==> src/rtl/ddr3_rd_lane_ctrl.sv <==
// ddr3_rd_lane_ctrl: DDR3 read lane sequencer: command spacing, latency-aligned read window, tagged beat delivery.
// Optional read watchdog enabled by defining DDR3_RD_TIMEOUT_EN.
module ddr3_rd_lane_ctrl #(
   parameter int RD_LATENCY   = 6,
   parameter int BURST_CYCLES = 2,
   parameter int TIMEOUT      = 32
) (
   input  logic       FAB_CLK,
   input  logic       ARST_N,
   input  logic       RD_CMD_VALID,
   input  logic [1:0] RD_CMD_TAG,
   output logic       RD_CMD_READY,
   output logic       DDR_READ,
   input  logic       RX_DATA_VALID,
   input  logic       RX_BURST_DETECT,
   output logic [2:0] FIFO_RD_PTR,
   output logic       RD_DATA_VALID,
   output logic [1:0] RD_DATA_TAG,
   output logic       RD_DATA_LAST,
   output logic [2:0] OUTSTANDING,
   output logic [7:0] BURST_CNT,
   output logic       RD_ERR
);
   typedef enum logic [1:0] {S_IDLE, S_WAIT, S_BURST} state_t;
   state_t                state_q;
   logic [1:0]            sync_q;
   logic [RD_LATENCY-1:0] dl_q, dl_d;
   logic [2:0]            win_q, win_d;
   logic [1:0]            spc_q, spc_d;
   logic [1:0]            beat_q, beat_d;
   logic [3:0][1:0]       tag_q, tag_d;
   logic [1:0]            wp_q, wp_d, rp_q, rp_d;
   logic [2:0]            out_q, out_d, ptr_q, ptr_d;
   logic                  dv_q, dv_d, last_q, last_d, err_q, err_d, det_q, ddr_q, ddr_d;
   logic [1:0]            dtag_q, dtag_d;
   logic [7:0]            bcnt_q, bcnt_d;
   logic                  rx, det, acc, beat, last, to_fire;
`ifdef DDR3_RD_TIMEOUT_EN
   logic [7:0]            to_q, to_d;
`endif
   always_comb begin
      rx = RX_DATA_VALID & sync_q[1];
      det = RX_BURST_DETECT & sync_q[1];
`ifdef DDR3_RD_TIMEOUT_EN
      to_fire = out_q != 3'd0 && !rx && to_q == 8'(TIMEOUT-1);
      to_d = (out_q == 3'd0 || rx || to_fire) ? 8'd0 : to_q + 8'd1;
`else
      to_fire = 1'b0;
`endif
      RD_CMD_READY = sync_q[1] && out_q < 3'd4 && spc_q == 2'd0 && !to_fire;
      acc = RD_CMD_VALID && RD_CMD_READY;
      beat = rx && out_q != 3'd0;
      last = beat && beat_q == 2'(BURST_CYCLES-1);
      dl_d = to_fire ? '0 : {dl_q[RD_LATENCY-2:0], acc};
      // a pulse leaving the delay line opens the window; spacing guarantees no overlap
      win_d = to_fire ? 3'd0 : dl_q[RD_LATENCY-1] ? 3'(BURST_CYCLES) : (win_q != 3'd0 ? win_q - 3'd1 : 3'd0);
      ddr_d = win_d != 3'd0;
      spc_d = acc ? 2'(BURST_CYCLES-1) : (spc_q != 2'd0 ? spc_q - 2'd1 : 2'd0);
      beat_d = (last || to_fire) ? 2'd0 : beat ? beat_q + 2'd1 : beat_q;
      tag_d = tag_q;
      if (acc) tag_d[wp_q] = RD_CMD_TAG;
      wp_d = to_fire ? 2'd0 : wp_q + {1'b0, acc};
      rp_d = to_fire ? 2'd0 : rp_q + {1'b0, last};
      out_d = to_fire ? 3'd0 : out_q + {2'b0, acc} - {2'b0, last};
      ptr_d = ptr_q + {2'b0, beat};
      dv_d = beat;
      last_d = last;
      dtag_d = beat ? tag_q[rp_q] : dtag_q;
      bcnt_d = bcnt_q + {7'b0, det && !det_q && bcnt_q != 8'hff};
      err_d = err_q || (rx && out_q == 3'd0) || to_fire;
   end
   always_ff @(posedge FAB_CLK or negedge ARST_N) begin
      if (!ARST_N) sync_q <= 2'b00;
      else         sync_q <= {sync_q[0], 1'b1};
   end
   always_ff @(posedge FAB_CLK or negedge ARST_N) begin
      if (!ARST_N) begin
         dl_q   <= '0;
         win_q  <= 3'd0;
         spc_q  <= 2'd0;
         beat_q <= 2'd0;
         tag_q  <= '0;
         wp_q   <= 2'd0;
         rp_q   <= 2'd0;
         out_q  <= 3'd0;
         ptr_q  <= 3'd0;
         dv_q   <= 1'b0;
         last_q <= 1'b0;
         dtag_q <= 2'd0;
         bcnt_q <= 8'd0;
         err_q  <= 1'b0;
         det_q  <= 1'b0;
         ddr_q  <= 1'b0;
      end else begin
         dl_q   <= dl_d;
         win_q  <= win_d;
         spc_q  <= spc_d;
         beat_q <= beat_d;
         tag_q  <= tag_d;
         wp_q   <= wp_d;
         rp_q   <= rp_d;
         out_q  <= out_d;
         ptr_q  <= ptr_d;
         dv_q   <= dv_d;
         last_q <= last_d;
         dtag_q <= dtag_d;
         bcnt_q <= bcnt_d;
         err_q  <= err_d;
         det_q  <= det;
         ddr_q  <= ddr_d;
      end
   end
`ifdef DDR3_RD_TIMEOUT_EN
   always_ff @(posedge FAB_CLK or negedge ARST_N) begin
      if (!ARST_N) to_q <= 8'd0;
      else         to_q <= to_d;
   end
`endif
   always_ff @(posedge FAB_CLK or negedge ARST_N) begin
      if (!ARST_N) state_q <= S_IDLE;
      else if (to_fire) state_q <= S_IDLE;
      else begin
         case (state_q)
            S_IDLE:  if (acc) state_q <= S_WAIT;
            S_WAIT:  if (beat) state_q <= last ? (out_d != 3'd0 ? S_WAIT : S_IDLE) : S_BURST;
            S_BURST: if (last) state_q <= out_d != 3'd0 ? S_WAIT : S_IDLE;
            default: state_q <= S_IDLE;
         endcase
      end
   end
   assign DDR_READ      = ddr_q;
   assign FIFO_RD_PTR   = ptr_q;
   assign RD_DATA_VALID = dv_q;
   assign RD_DATA_TAG   = dtag_q;
   assign RD_DATA_LAST  = last_q;
   assign OUTSTANDING   = out_q;
   assign BURST_CNT     = bcnt_q;
   assign RD_ERR        = err_q;
endmodule

==> config.mk <==
export PLATFORM = sky130hd
export DESIGN_NAME = ddr3_rd_lane_ctrl
export DESIGN_NICKNAME = d
export VERILOG_FILES = /design/src/rtl/ddr3_rd_lane_ctrl.sv
export SDC_FILE = /design/constraint.sdc
export NUM_CORES = 1
export LEC_CHECK = 0
export BUFFER_PORTS_ARGS = -buffer_cell sky130_fd_sc_hd__buf_4
export CAP_MARGIN = 30
export CORE_MARGIN = 5
export CORE_UTILIZATION = 44
export CTS_BUF_LIST = sky130_fd_sc_hd__clkbuf_16
export CTS_CLUSTER_DIAMETER = 150
export DETAILED_ROUTE_END_ITERATION = 7
export GPL_TIMING_DRIVEN = 0
export PLACE_DENSITY = 0.67
export REMOVE_ABC_BUFFERS = 1
export SYNTH_ARGS = -nofsm -noshare
export SYNTH_HDL_FRONTEND = slang
export SYNTH_SLANG_ARGS = --single-unit
==> constraint.sdc <==
create_clock -name FAB_CLK -period 2 [get_ports FAB_CLK]
set_input_delay 0.1 -clock FAB_CLK [delete_from_list [all_inputs] [get_ports FAB_CLK]]
set_output_delay 0.1 -clock FAB_CLK [all_outputs]
set_load 0.02 [all_outputs]
==> Flow_metrics.wiki, run 1 <==
{| class="wikitable"
! Metric !! Value
|-
| Count of standard-cell rows || 23
|-
| Leakage power summed over all cells || between 1 and 1.5 nW
|-
| Worst slew slack as a fraction of its limit || 61.0%
|-
| Psw || around 1.1 mW
|-
| Top-area cell type share of the netlist area || 65.0%
|-
| Total grt overflow || 0
|-
| Distinct cell type count after synthesis || 30
|-
| Async set-or-reset flop fraction in the synthesized netlist || 100%
|-
| Clock tree skew after final layout || 0.00654 ns
|-
| Multi-input gate area || 652 um^2
|-
| CTS H-tree depth || 2
|-
| Top-level I/O count || 28
|-
| Buffer cell driving the clock tree root || sky130_fd_sc_hd__clkbuf_16
|-
| Biggest fanout along the worst timing path || 5
|-
| Cell area power density || 1510 nW/um^2
|-
| Weighted congestion at the end of routability-driven global placement || a little under 0.7
|-
| Sw Ratio || 31.3%
|-
| Critical path startpoint || OUTSTANDING[2]$_DFF_PN0_
|-
| Max IR drop VDD || 0.757 mV
|-
| Horiz. Die Dim || around 75 um
|-
| List of most frequent post-synthesis cells || sky130_fd_sc_hd__dfrtp_1, sky130_fd_sc_hd__nand2_1, sky130_fd_sc_hd__mux2_2, sky130_fd_sc_hd__xor2_1
|-
| Worst endpoint required time || 2.15 ns
|-
| Wire length of the first global-routing pass || around 5300 um
|-
| DRC violations left || 0
|-
| Post-synthesis sequential element count || 48
|-
| Largest area contributor in the synthesized netlist || sky130_fd_sc_hd__dfrtp_1
|-
| Final setup viols || 1
|-
| Worst Reg-to-Reg Cells || 7
|-
| Die ar. || 5590 um^2
|-
| Destination of the worst register-to-register timing path || OUTSTANDING[2]$_DFF_PN0_
|-
| Clock tree from TritonCTS || yes
|-
| Min-delay worst type || in -> reg
|-
| Minimum period implied by the final worst setup slack || 2.01 ns
|-
| Final period utilization || 101%
|-
| Initial DRC Count || 33
|-
| Clock-pin slew on the worst setup and hold paths || 0.05 ns
|-
| Startpoint of the worst-slack reg-to-reg timing path || OUTSTANDING[2]$_DFF_PN0_
|-
| Half-perimeter wire length after placement || roughly 2200 um
|-
| DRT Pass-1 Iters || 4
|-
| Number of vias per cell after detailed routing || about 5.1
|-
| Deepest clock path buffer count || 2
|-
| Count of nets after finishing || roughly 180
|-
| Via count of the first global-routing pass || 1,147
|-
| Most frequently used flop master after synthesis || sky130_fd_sc_hd__dfrtp_1
|-
| Antenna viol nets, final || 0
|-
| Post-synthesis cell count || ~130
|-
| Achievable frequency || 0.497 GHz
|-
| Setup repair after global routing missed its margin || true
|-
| Total power || 3.57 mW
|-
| Clock latency reported for the late side of the worst-skew pair || between 0.2 and 0.3 ns
|-
| Starting density of the core || 45.8%
|-
| Max Cap Violations || 0
|-
| Area Growth Syn to Fin || 27.9%
|-
| Hold Slack || 0.0538 ns
|-
| Ratio of cells with drive above 1 in the final layout || 36.3%
|-
| CP arrival || approximately 2.2 ns
|-
| Main area contributors after synthesis || sky130_fd_sc_hd__dfrtp_1, sky130_fd_sc_hd__mux2_2, sky130_fd_sc_hd__ha_1
|-
| Routed WL || 3190 um
|-
| Most frequently used cell type in the post-synthesis netlist || sky130_fd_sc_hd__dfrtp_1
|-
| Worst reg2reg setup slack || -0.01 ns
|-
| Sequential cell area || about 1200 um^2
|-
| Clk pwr share || between 20% and 30%
|-
| Pre-CTS setup slack || -0.290 ns
|-
| Hold Violations, Final || 0
|-
| Largest net degree at the start of global routing || between 40 and 50
|-
| Final max-slew violation count || 0
|-
| Internal power || between 2 and 2.5 mW
|-
| YS warnings || 0
|-
| Worst Setup Path Type || reg -> reg
|-
| Slew at the pin closest to its max-slew limit || 0.586 ns
|-
| Sequential power share || 44.2%
|-
| Worst setup path end || OUTSTANDING[2]$_DFF_PN0_
|-
| Overall fraction of global-route tracks in use || 12.7%
|-
| Number of vias in the routed layout || 1,105
|-
| Mean instance size in the synthesized netlist || 14.8 um^2
|-
| Run status || finished with violations
|-
| Share of the yosys chip area belonging to registers || about two thirds
|-
| CTS sink count || 48
|-
| Floorplan Core Area || 4030 um^2
|-
| FILL cells || 325
|-
| Die H || 74.8 um
|-
| Number of enable-type register cells in the synthesized netlist || 0
|-
| CP startpoint kind || flop
|-
| Number of input and output port buffers inserted || 27
|-
| Number of buffers created by CTS || 5
|-
| Post-route worst setup slack || -0.0102 ns
|-
| Routed length per instance || 14.7 um
|-
| Combinational Power Share || 30.4%
|-
| Initial antenna violation count || 0
|-
| Failing checks || setup timing
|-
| Final design utilization || roughly three fifths
|-
| Cell area after synthesis || 1850 um^2
|-
| Kind of capture point of the worst setup path || flop
|-
| Antenna diode instance count || 0
|}
[kinds of logic after synthesis]
group / after synthesis / synth area share [%]
compound gates: 5 / 2.78
other cells: 1 / 0.203
mux: 10 / 7.32
buf+inv: 4 / 0.813
fa+ha+maj: 7 / 5.15
simple gates: 36 / 12.1
flops: 48 / 65.0
xor+xnor: 14 / 6.64
[critical path, stage by stage, from the launching register on]
cell	delay [ns]
sky130_fd_sc_hd__dfrtp_2	0.46
sky130_fd_sc_hd__nor4b_4	0.32
sky130_fd_sc_hd__nand2_2	0.13
sky130_fd_sc_hd__xnor2_2	0.15
sky130_fd_sc_hd__ha_2	0.18
sky130_fd_sc_hd__fa_2	0.33
sky130_fd_sc_hd__xor2_1	0.18
sky130_fd_sc_hd__xnor2_1	0.13
[layout make-up]
class	instances	area share (%)
Sequential cell	48	51.0
Multi-Input combinational cell	73	27.6
Timing Repair Buffer	35	11.2
Clock buffer	5	5.30
Tap cell	50	2.65
Clock inverter	3	1.64
Inverter	4	0.636
[cells in the final DEF, fill, tap and decap left out, types with 2 or more instances in the layout]
cell type / n
sky130_fd_sc_hd__and2_1: 2
sky130_fd_sc_hd__buf_4: 34
sky130_fd_sc_hd__clkbuf_16: 5
sky130_fd_sc_hd__dfrtp_1: 46
sky130_fd_sc_hd__dfrtp_2: 2
sky130_fd_sc_hd__ha_1: 5
sky130_fd_sc_hd__inv_1: 4
sky130_fd_sc_hd__mux2_2: 8
sky130_fd_sc_hd__mux4_2: 2
sky130_fd_sc_hd__nand2_1: 10
sky130_fd_sc_hd__nand3_1: 3
sky130_fd_sc_hd__nand4_1: 3
sky130_fd_sc_hd__nand4b_1: 2
sky130_fd_sc_hd__nor2_1: 5
sky130_fd_sc_hd__nor3b_1: 2
sky130_fd_sc_hd__xnor2_1: 5
sky130_fd_sc_hd__xor2_1: 8
[power by group through the flow]
| stage | registers [mW] | logic [mW] | clock network (mW) |
|---|---|---|---|
| after detailed placement | 1.60 | 0.999 | 0 |
| after global routing | 1.62 | 1.18 | 0.972 |
| after global placement | 1.58 | 0.945 | 0 |
| after floorplan | 1.72 | 0.433 | 0 |
| after CTS | 1.58 | 1.07 | 0.930 |
| final | 1.58 | 1.08 | 0.905 |
[per-layer routing]
metal,share of wire [%],global-route usage (%)
met4,1.3,5.93
met3,5.0,3.60
met2,49,19.7
met5,0,0
met1,44,16.6
[how the worst min path moves through the flow]
stage / endpoint / cells past startpoint / start / slack [ns]
finish: RD_ERR$_DFF_PN0_ / 2 / RX_DATA_VALID / 0.05
CTS: RD_ERR$_DFF_PN0_ / 2 / RX_DATA_VALID / 0.05
global route: RD_ERR$_DFF_PN0_ / 2 / RX_DATA_VALID / 0.06
floorplan: BURST_CNT[0]$_DFF_PN0_ / 0 / ARST_N / -0.20
detailed placement: BURST_CNT[4]$_DFF_PN0_ / 1 / ARST_N / 0.15
global placement: BURST_CNT[2]$_DFF_PN0_ / 1 / ARST_N / 0.13
[registers in the layout, summed over array words and instances (netlist names), 3 cells and up]
signal	cells
BURST_CNT	8
FIFO_RD_PTR	3
OUTSTANDING	3
dl_q	6
tag_q	8
win_q	3
[through the flow]
| step | area (um^2) | setup TNS (ns) | std cells |
|---|---|---|---|
| 6_report | 2360 | -0.0102 | 218 |
| 5_1_grt | 2360 | -0.115 | 218 |
| 4_1_cts | 2330 | 0 | 215 |
| 3_5_place_dp | 2110 | -0.346 | 202 |
| 3_3_place_gp | 2110 | -0.233 | 202 |
| 2_1_floorplan | 1850 | -0.563 | 125 |
[repair_timing]
item	4_1_cts	5_1_grt
buffers inserted	4	3
hold buffers	1	0
hold endpoints to repair	48	0
endpoints found under the setup margin	2	1
resized for setup	4	3
pin swaps	2	5
gates cloned	0	0
Note: power is estimated with default switching activity, not from simulation.
==> inputs of run 2 (changes only) <==
- RECOVER_POWER: default -> 50
==> Flow_metrics.wiki, run 2 (synthesized netlist as in run 1, its figures left out) <==
{| class="wikitable"
! Metric !! Value
|-
| Ratio of cells with drive above 1 in the final layout || 35.7% (was 36.3%)
|-
| Clock latency reported for the late side of the worst-skew pair || 0.28 ns (about the same)
|-
| Number of vias per cell after detailed routing || 5.08 (was 5.07)
|-
| Failing checks || setup timing (unchanged)
|-
| Leakage power summed over all cells || 1.15 nW (was 1.16 nW)
|-
| Destination of the worst register-to-register timing path || OUTSTANDING[2]$_DFF_PN0_ (unchanged)
|-
| Clock-pin slew on the worst setup and hold paths || 0.05 ns (about the same)
|-
| Final period utilization || 101% (unchanged)
|-
| Minimum period implied by the final worst setup slack || 2.01 ns (unchanged)
|-
| Initial DRC Count || 33 (unchanged)
|-
| CP startpoint kind || flop (unchanged)
|-
| Min-delay worst type || in -> reg (unchanged)
|-
| Overall fraction of global-route tracks in use || 12.7% (unchanged)
|-
| Starting density of the core || 45.8% (unchanged)
|-
| Deepest clock path buffer count || 2 (unchanged)
|-
| Worst reg2reg setup slack || -0.01 ns (about the same)
|-
| CTS sink count || 48 (unchanged)
|-
| Setup repair after global routing missed its margin || true (unchanged)
|-
| CTS H-tree depth || 2 (unchanged)
|-
| Accumulated negative setup slack || -0.0102 ns (unchanged)
|-
| Commonest cells after routing, fill and taps aside || sky130_fd_sc_hd__dfrtp_1, sky130_fd_sc_hd__buf_4, sky130_fd_sc_hd__nand2_1 (unchanged)
|-
| Cell area reported after detailed placement || 2110 um^2 (unchanged)
|-
| Horiz. Die Dim || 74.8 um (unchanged)
|-
| Clock tree skew after final layout || 0.00654 ns (about the same)
|-
| DRC violations left || 0 (unchanged)
|-
| Worst setup path end || OUTSTANDING[2]$_DFF_PN0_ (unchanged)
|-
| Routed WL || 3190 um (unchanged)
|-
| Wire length of the first global-routing pass || 5290 um (unchanged)
|-
| Max IR drop VDD || 0.757 mV (about the same)
|-
| Biggest fanout along the worst timing path || 5 (unchanged)
|-
| Area Growth Syn to Fin || 27.6% (was 27.9%)
|-
| Antenna diode instance count || 0 (unchanged)
|-
| Achievable frequency || 0.497 GHz (unchanged)
|-
| Pre-CTS setup slack || -0.290 ns (unchanged)
|-
| CP peak stage delay || 0.46 ns (about the same)
|-
| Antenna viol nets, final || 0 (unchanged)
|-
| DRT Pass-1 Iters || 4 (unchanged)
|-
| Total power || 3.56 mW (was 3.57 mW)
|-
| Die H || 74.8 um (unchanged)
|-
| Number of vias in the routed layout || 1,107 (was 1,105)
|-
| Buffer cell driving the clock tree root || sky130_fd_sc_hd__clkbuf_16 (unchanged)
|-
| Critical path, cell by cell || nor4b_4, nand2_2, xnor2_2, ha_2, fa_2, xor2_1, xnor2_1 (unchanged)
|-
| Count of standard-cell rows || 23 (unchanged)
|-
| Top-level I/O count || 28 (unchanged)
|-
| Half-perimeter wire length after placement || 2210 um (unchanged)
|-
| FILL cells || 328 (was 325)
|-
| Commonest non-fill, non-tap cell in the layout || sky130_fd_sc_hd__dfrtp_1 (unchanged)
|-
| Final setup viols || 1 (unchanged)
|-
| Worst Reg-to-Reg Cells || 7 (unchanged)
|-
| Run status || finished with violations (unchanged)
|-
| Largest net degree at the start of global routing || 49 (unchanged)
|-
| Cell area power density || 1510 nW/um^2 (about the same)
|-
| CP arrival || 2.16 ns (about the same)
|-
| Slew at the pin closest to its max-slew limit || 1.15 ns (was 0.586 ns)
|-
| Via count of the first global-routing pass || 1,147 (unchanged)
|-
| Weighted congestion at the end of routability-driven global placement || 0.687 (unchanged)
|-
| Initial antenna violation count || 0 (unchanged)
|-
| Kind of capture point of the worst setup path || flop (unchanged)
|-
| Floorplan Core Area || 4030 um^2 (unchanged)
|-
| Startpoint of the worst-slack reg-to-reg timing path || OUTSTANDING[2]$_DFF_PN0_ (unchanged)
|-
| Critical path startpoint || OUTSTANDING[2]$_DFF_PN0_ (unchanged)
|-
| Number of input and output port buffers inserted || 27 (unchanged)
|-
| Area of all placed cells without fillers || 2360 um^2 (about the same)
|-
| Routed length per instance || 14.7 um (unchanged)
|-
| Number of buffers created by CTS || 5 (unchanged)
|-
| Worst endpoint required time || 2.15 ns (about the same)
|-
| Clock tree from TritonCTS || yes (unchanged)
|-
| Max Cap Violations || 0 (unchanged)
|-
| Slowest CP cell || sky130_fd_sc_hd__dfrtp_2 (unchanged)
|-
| Post-route worst setup slack || -0.0102 ns (unchanged)
|-
| Count of nets after finishing || 181 (unchanged)
|-
| Total grt overflow || 0 (unchanged)
|-
| Final design utilization || 58.5% (was 58.6%)
|-
| Die ar. || 5590 um^2 (unchanged)
|-
| Worst Setup Path Type || reg -> reg (unchanged)
|-
| Worst slew slack as a fraction of its limit || 23.2% (was 61.0%)
|-
| Hold Violations, Final || 0 (unchanged)
|-
| Final max-slew violation count || 0 (unchanged)
|}
[run 2: how the worst min path moves through the flow]
stage	from	end	slack, ns	cells past startpoint
CTS	RX_DATA_VALID	RD_ERR$_DFF_PN0_	0.05	2
floorplan	ARST_N	BURST_CNT[0]$_DFF_PN0_	-0.20	0
finish	RX_DATA_VALID	RD_ERR$_DFF_PN0_	0.05	2
global placement	ARST_N	BURST_CNT[2]$_DFF_PN0_	0.13	1
global route	RX_DATA_VALID	RD_ERR$_DFF_PN0_	0.06	2
detailed placement	ARST_N	BURST_CNT[4]$_DFF_PN0_	0.15	1
[run 2: cell type report]
cell class	instances	area, um^2	area share, %
Tap cell	50	62.6	2.66
Inverter	4	15.0	0.637
Clock buffer	5	125	5.31
Timing Repair Buffer	35	259	11.0
Clock inverter	3	38.8	1.65
Multi-Input combinational cell	73	652	27.7
Sequential cell	48	1200	51.1
[run 2: report_power, final]
part,internal (mW),total [mW],switching [mW]
Combinational,0.570,1.08,0.509
Sequential,1.29,1.58,0.285
Clock,0.582,0.905,0.323
Total,2.44,3.56,1.12
[run 2: through the flow]
step | hold WS (ns) | std cells
3_3_place_gp | 0.133 | 202
5_1_grt | 0.0574 | 218
3_5_place_dp | 0.145 | 202
6_report | 0.0538 | 218
4_1_cts | 0.0486 | 215
2_1_floorplan | -0.196 | 125
[run 2: repair_timing]
item / CTS / global route
setup endpoints to repair: 2 / 1
endpoints found under the hold margin: 48 / 0
gates resized for setup: 4 / 3
pin swaps: 2 / 5
setup buffers: 4 / 3
hold buffers: 1 / 0
[run 2: worst max-delay path, delay by kind of cell, from the launching register on]
kind	cells	cell delay, ns
adder cells (fa/ha/maj)	2	0.51
flip-flops	1	0.46
XOR/XNOR	3	0.46
AND/OR/NAND/NOR	2	0.45
[run 2: per-layer routing]
layer	wire (um)	part of all wire, %	up-vias	global-route usage (%)
met5	0	0	-	0
met4	43	1.3	0	5.93
met3	160	5.0	5	3.60
met2	1580	49	23	19.7
met1	1410	44	556	16.6
li1	-	-	523	-
==> inputs of run 3 (changes only) <==
--- a/config.mk
+++ b/config.mk
@@ -10,3 +10,3 @@
 export CORE_MARGIN = 5
-export CORE_UTILIZATION = 44
+export CORE_UTILIZATION = 40
 export CTS_BUF_LIST = sky130_fd_sc_hd__clkbuf_16
@@ -15,3 +15,2 @@
 export GPL_TIMING_DRIVEN = 0
-export PLACE_DENSITY = 0.67
 export RECOVER_POWER = 50
--- a/constraint.sdc
+++ b/constraint.sdc
@@ -3,2 +3,2 @@
 set_output_delay 0.1 -clock FAB_CLK [all_outputs]
-set_load 0.02 [all_outputs]
+set_load 0.005 [all_outputs]
==> Flow_metrics.wiki, run 3 (synthesized netlist as in run 1, its figures left out) <==
{| class="wikitable"
! Metric !! Value
|-
| Count of standard-cell rows || 24 (was 23)
|-
| Setup repair after global routing missed its margin || true (unchanged)
|-
| Biggest fanout along the worst timing path || 5 (unchanged)
|-
| Die ar. || 6080 um^2 (was 5590 um^2)
|-
| Overall fraction of global-route tracks in use || 11.4% (was 12.7%)
|-
| Cell area reported after detailed placement || 2110 um^2 (about the same)
|-
| CP peak stage delay || 0.45 ns (was 0.46 ns)
|-
| Deepest clock path buffer count || 2 (unchanged)
|-
| Worst slew slack as a fraction of its limit || 61.7% (was 23.2%)
|-
| CTS sink count || 48 (unchanged)
|-
| CP arrival || 2.12 ns (was 2.16 ns)
|-
| Top-level I/O count || 28 (unchanged)
|-
| Floorplan Core Area || 4410 um^2 (was 4030 um^2)
|-
| Hold Slack || 0.0556 ns (was 0.0538 ns)
|-
| Worst Reg-to-Reg Cells || 7 (unchanged)
|-
| Minimum period implied by the final worst setup slack || 1.96 ns (was 2.01 ns)
|-
| Routed WL || 3190 um (about the same)
|-
| Final period utilization || 98.2% (was 101%)
|-
| Area Growth Syn to Fin || 29.4% (was 27.6%)
|-
| Worst endpoint required time || 2.16 ns (was 2.15 ns)
|-
| Slowest CP cell || sky130_fd_sc_hd__dfrtp_2 (unchanged)
|-
| Leakage power summed over all cells || 1.17 nW (was 1.15 nW)
|-
| Hold path startpoint || RX_DATA_VALID (unchanged)
|-
| Commonest cells after routing, fill and taps aside || sky130_fd_sc_hd__dfrtp_1, sky130_fd_sc_hd__buf_4, sky130_fd_sc_hd__nand2_1 (unchanged)
|-
| Critical path, cell by cell || o311ai_4, nor3b_4, xnor2_2, ha_2, fa_2, xor2_1, xnor2_1 (was nor4b_4, nand2_2, xnor2_2, ha_2, fa_2, xor2_1, xnor2_1)
|-
| Antenna diode instance count || 0 (unchanged)
|-
| Kind of capture point of the worst setup path || flop (unchanged)
|-
| Area of all placed cells without fillers || 2390 um^2 (was 2360 um^2)
|-
| DRT Pass-1 Iters || 4 (unchanged)
|-
| Min-delay worst type || in -> reg (unchanged)
|-
| Weighted congestion at the end of routability-driven global placement || 0.738 (was 0.687)
|-
| Buffer cell driving the clock tree root || sky130_fd_sc_hd__clkbuf_16 (unchanged)
|-
| Starting density of the core || 41.8% (was 45.8%)
|-
| Max IR drop VDD || 0.699 mV (was 0.757 mV)
|-
| Largest net degree at the start of global routing || 49 (unchanged)
|-
| Routed length per instance || 14.3 um (was 14.7 um)
|-
| Post-route worst setup slack || 0.0358 ns (was -0.0102 ns)
|-
| Clock-pin slew on the worst setup and hold paths || 0.06 ns (was 0.05 ns)
|-
| Total grt overflow || 0 (unchanged)
|-
| Initial antenna violation count || 0 (unchanged)
|-
| Antenna viol nets, final || 0 (unchanged)
|-
| Clock tree skew after final layout || 0.00563 ns (was 0.00654 ns)
|-
| Run status || complete, no violations (was finished with violations)
|-
| Horiz. Die Dim || 77.9 um (was 74.8 um)
|-
| Die H || 77.9 um (was 74.8 um)
|-
| Number of buffers created by CTS || 5 (unchanged)
|-
| Number of stages on the worst hold path || 2 (unchanged)
|-
| Number of vias in the routed layout || 1,113 (was 1,107)
|-
| Initial DRC Count || 77 (was 33)
|-
| Clock latency reported for the late side of the worst-skew pair || 0.28 ns (about the same)
|-
| Final design utilization || 54.1% (was 58.5%)
|-
| Pre-CTS setup slack || -0.275 ns (was -0.290 ns)
|-
| Slew at the pin closest to its max-slew limit || 0.574 ns (was 1.15 ns)
|-
| Number of input and output port buffers inserted || 27 (unchanged)
|-
| CTS H-tree depth || 2 (unchanged)
|-
| Achievable frequency || 0.509 GHz (was 0.497 GHz)
|-
| Commonest non-fill, non-tap cell in the layout || sky130_fd_sc_hd__dfrtp_1 (unchanged)
|-
| Ratio of cells with drive above 1 in the final layout || 38.6% (was 35.7%)
|-
| Count of nets after finishing || 184 (was 181)
|-
| Worst reg2reg setup slack || 0.04 ns (was -0.01 ns)
|-
| Worst Setup Path Type || reg -> reg (unchanged)
|-
| Cell area power density || 1430 nW/um^2 (was 1510 nW/um^2)
|-
| Max Cap Violations || 0 (unchanged)
|-
| Wire length of the first global-routing pass || 5470 um (was 5290 um)
|-
| Destination of the worst register-to-register timing path || OUTSTANDING[2]$_DFF_PN0_ (unchanged)
|-
| Clock tree from TritonCTS || yes (unchanged)
|-
| Final setup viols || 0 (was 1)
|-
| DRC violations left || 0 (unchanged)
|-
| Startpoint of the worst-slack reg-to-reg timing path || OUTSTANDING[1]$_DFF_PN0_ (was OUTSTANDING[2]$_DFF_PN0_)
|-
| Via count of the first global-routing pass || 1,179 (was 1,147)
|-
| Hold Violations, Final || 0 (unchanged)
|-
| Half-perimeter wire length after placement || 2270 um (was 2210 um)
|-
| Final max-slew violation count || 0 (unchanged)
|-
| CP startpoint kind || flop (unchanged)
|-
| Number of vias per cell after detailed routing || 4.99 (was 5.08)
|-
| Worst Hold End || RD_ERR$_DFF_PN0_ (unchanged)
|}
## run 3: cell count changes in the layout (fill, tap and decap cells not counted), sizes merged
cell / change
buf: +5
clkbuf: -2
## run 3: final cells by class
cell class / count / area (um^2)
Fill cell: 356 / 2020
Timing Repair Buffer: 38 / 288
Clock inverter: 3 / 38.8
Inverter: 4 / 15.0
Clock buffer: 5 / 125
Tap cell: 52 / 65.1
Multi-Input combinational cell: 73 / 652
Sequential cell: 48 / 1210
## run 3: routing by layer
layer	global-route usage, %	vias up	wire [um]
met2	18.4	26	1590
met4	4.56	0	49
met1	13.6	562	1380
met3	4.63	5	177
met5	0	-	0
li1	-	520	-
## run 3: worst max-delay path by stage
stage                                         from                       end  slack, ns
after floorplan           OUTSTANDING[2]$_DFF_PN0_  OUTSTANDING[2]$_DFF_PN0_      -0.14
after global placement    OUTSTANDING[2]$_DFF_PN0_  OUTSTANDING[2]$_DFF_PN0_      -0.24
after detailed placement  OUTSTANDING[2]$_DFF_PN0_  OUTSTANDING[2]$_DFF_PN0_      -0.27
after CTS                 OUTSTANDING[1]$_DFF_PN0_  OUTSTANDING[2]$_DFF_PN0_      0.002
after global routing      OUTSTANDING[2]$_DFF_PN0_  OUTSTANDING[2]$_DFF_PN0_      -0.03
final                     OUTSTANDING[1]$_DFF_PN0_  OUTSTANDING[2]$_DFF_PN0_       0.04
## run 3: where the power goes
| group | switching [mW] | total (mW) | internal (mW) | leakage (nW) |
|---|---|---|---|---|
| Combinational | 0.327 | 0.912 | 0.585 | 0.485 |
| Sequential | 0.288 | 1.58 | 1.29 | 0.604 |
| Clock | 0.332 | 0.914 | 0.582 | 0.0850 |
## run 3: metrics by stage
stage	power [mW]	instances	TNS, ns
3_3_place_gp	2.34	204	-0.252
2_1_floorplan	1.98	125	-0.141
4_1_cts	3.37	217	0
3_5_place_dp	2.40	204	-0.310
5_1_grt	3.61	223	-0.0309
6_report	3.41	223	0
## run 3: critical path, delay by kind of cell (launching register included)
kind	cells	cell delay (ns)
and+or+nand+nor	1	0.12
adders and majority gates	2	0.51
AOI/OAI and AO/OA	1	0.33
DFF	1	0.45
xor gates and xnor gates	3	0.43
## run 3: what timing repair did
| item | CTS | global route |
|---|---|---|
| resized for setup | 5 | 4 |
| endpoints found under the setup margin | 2 | 1 |
| pin swaps | 2 | 4 |
| hold endpoints to repair | 48 | 0 |
| setup buffers | 4 | 6 |
| hold buffers | 1 | 0 |
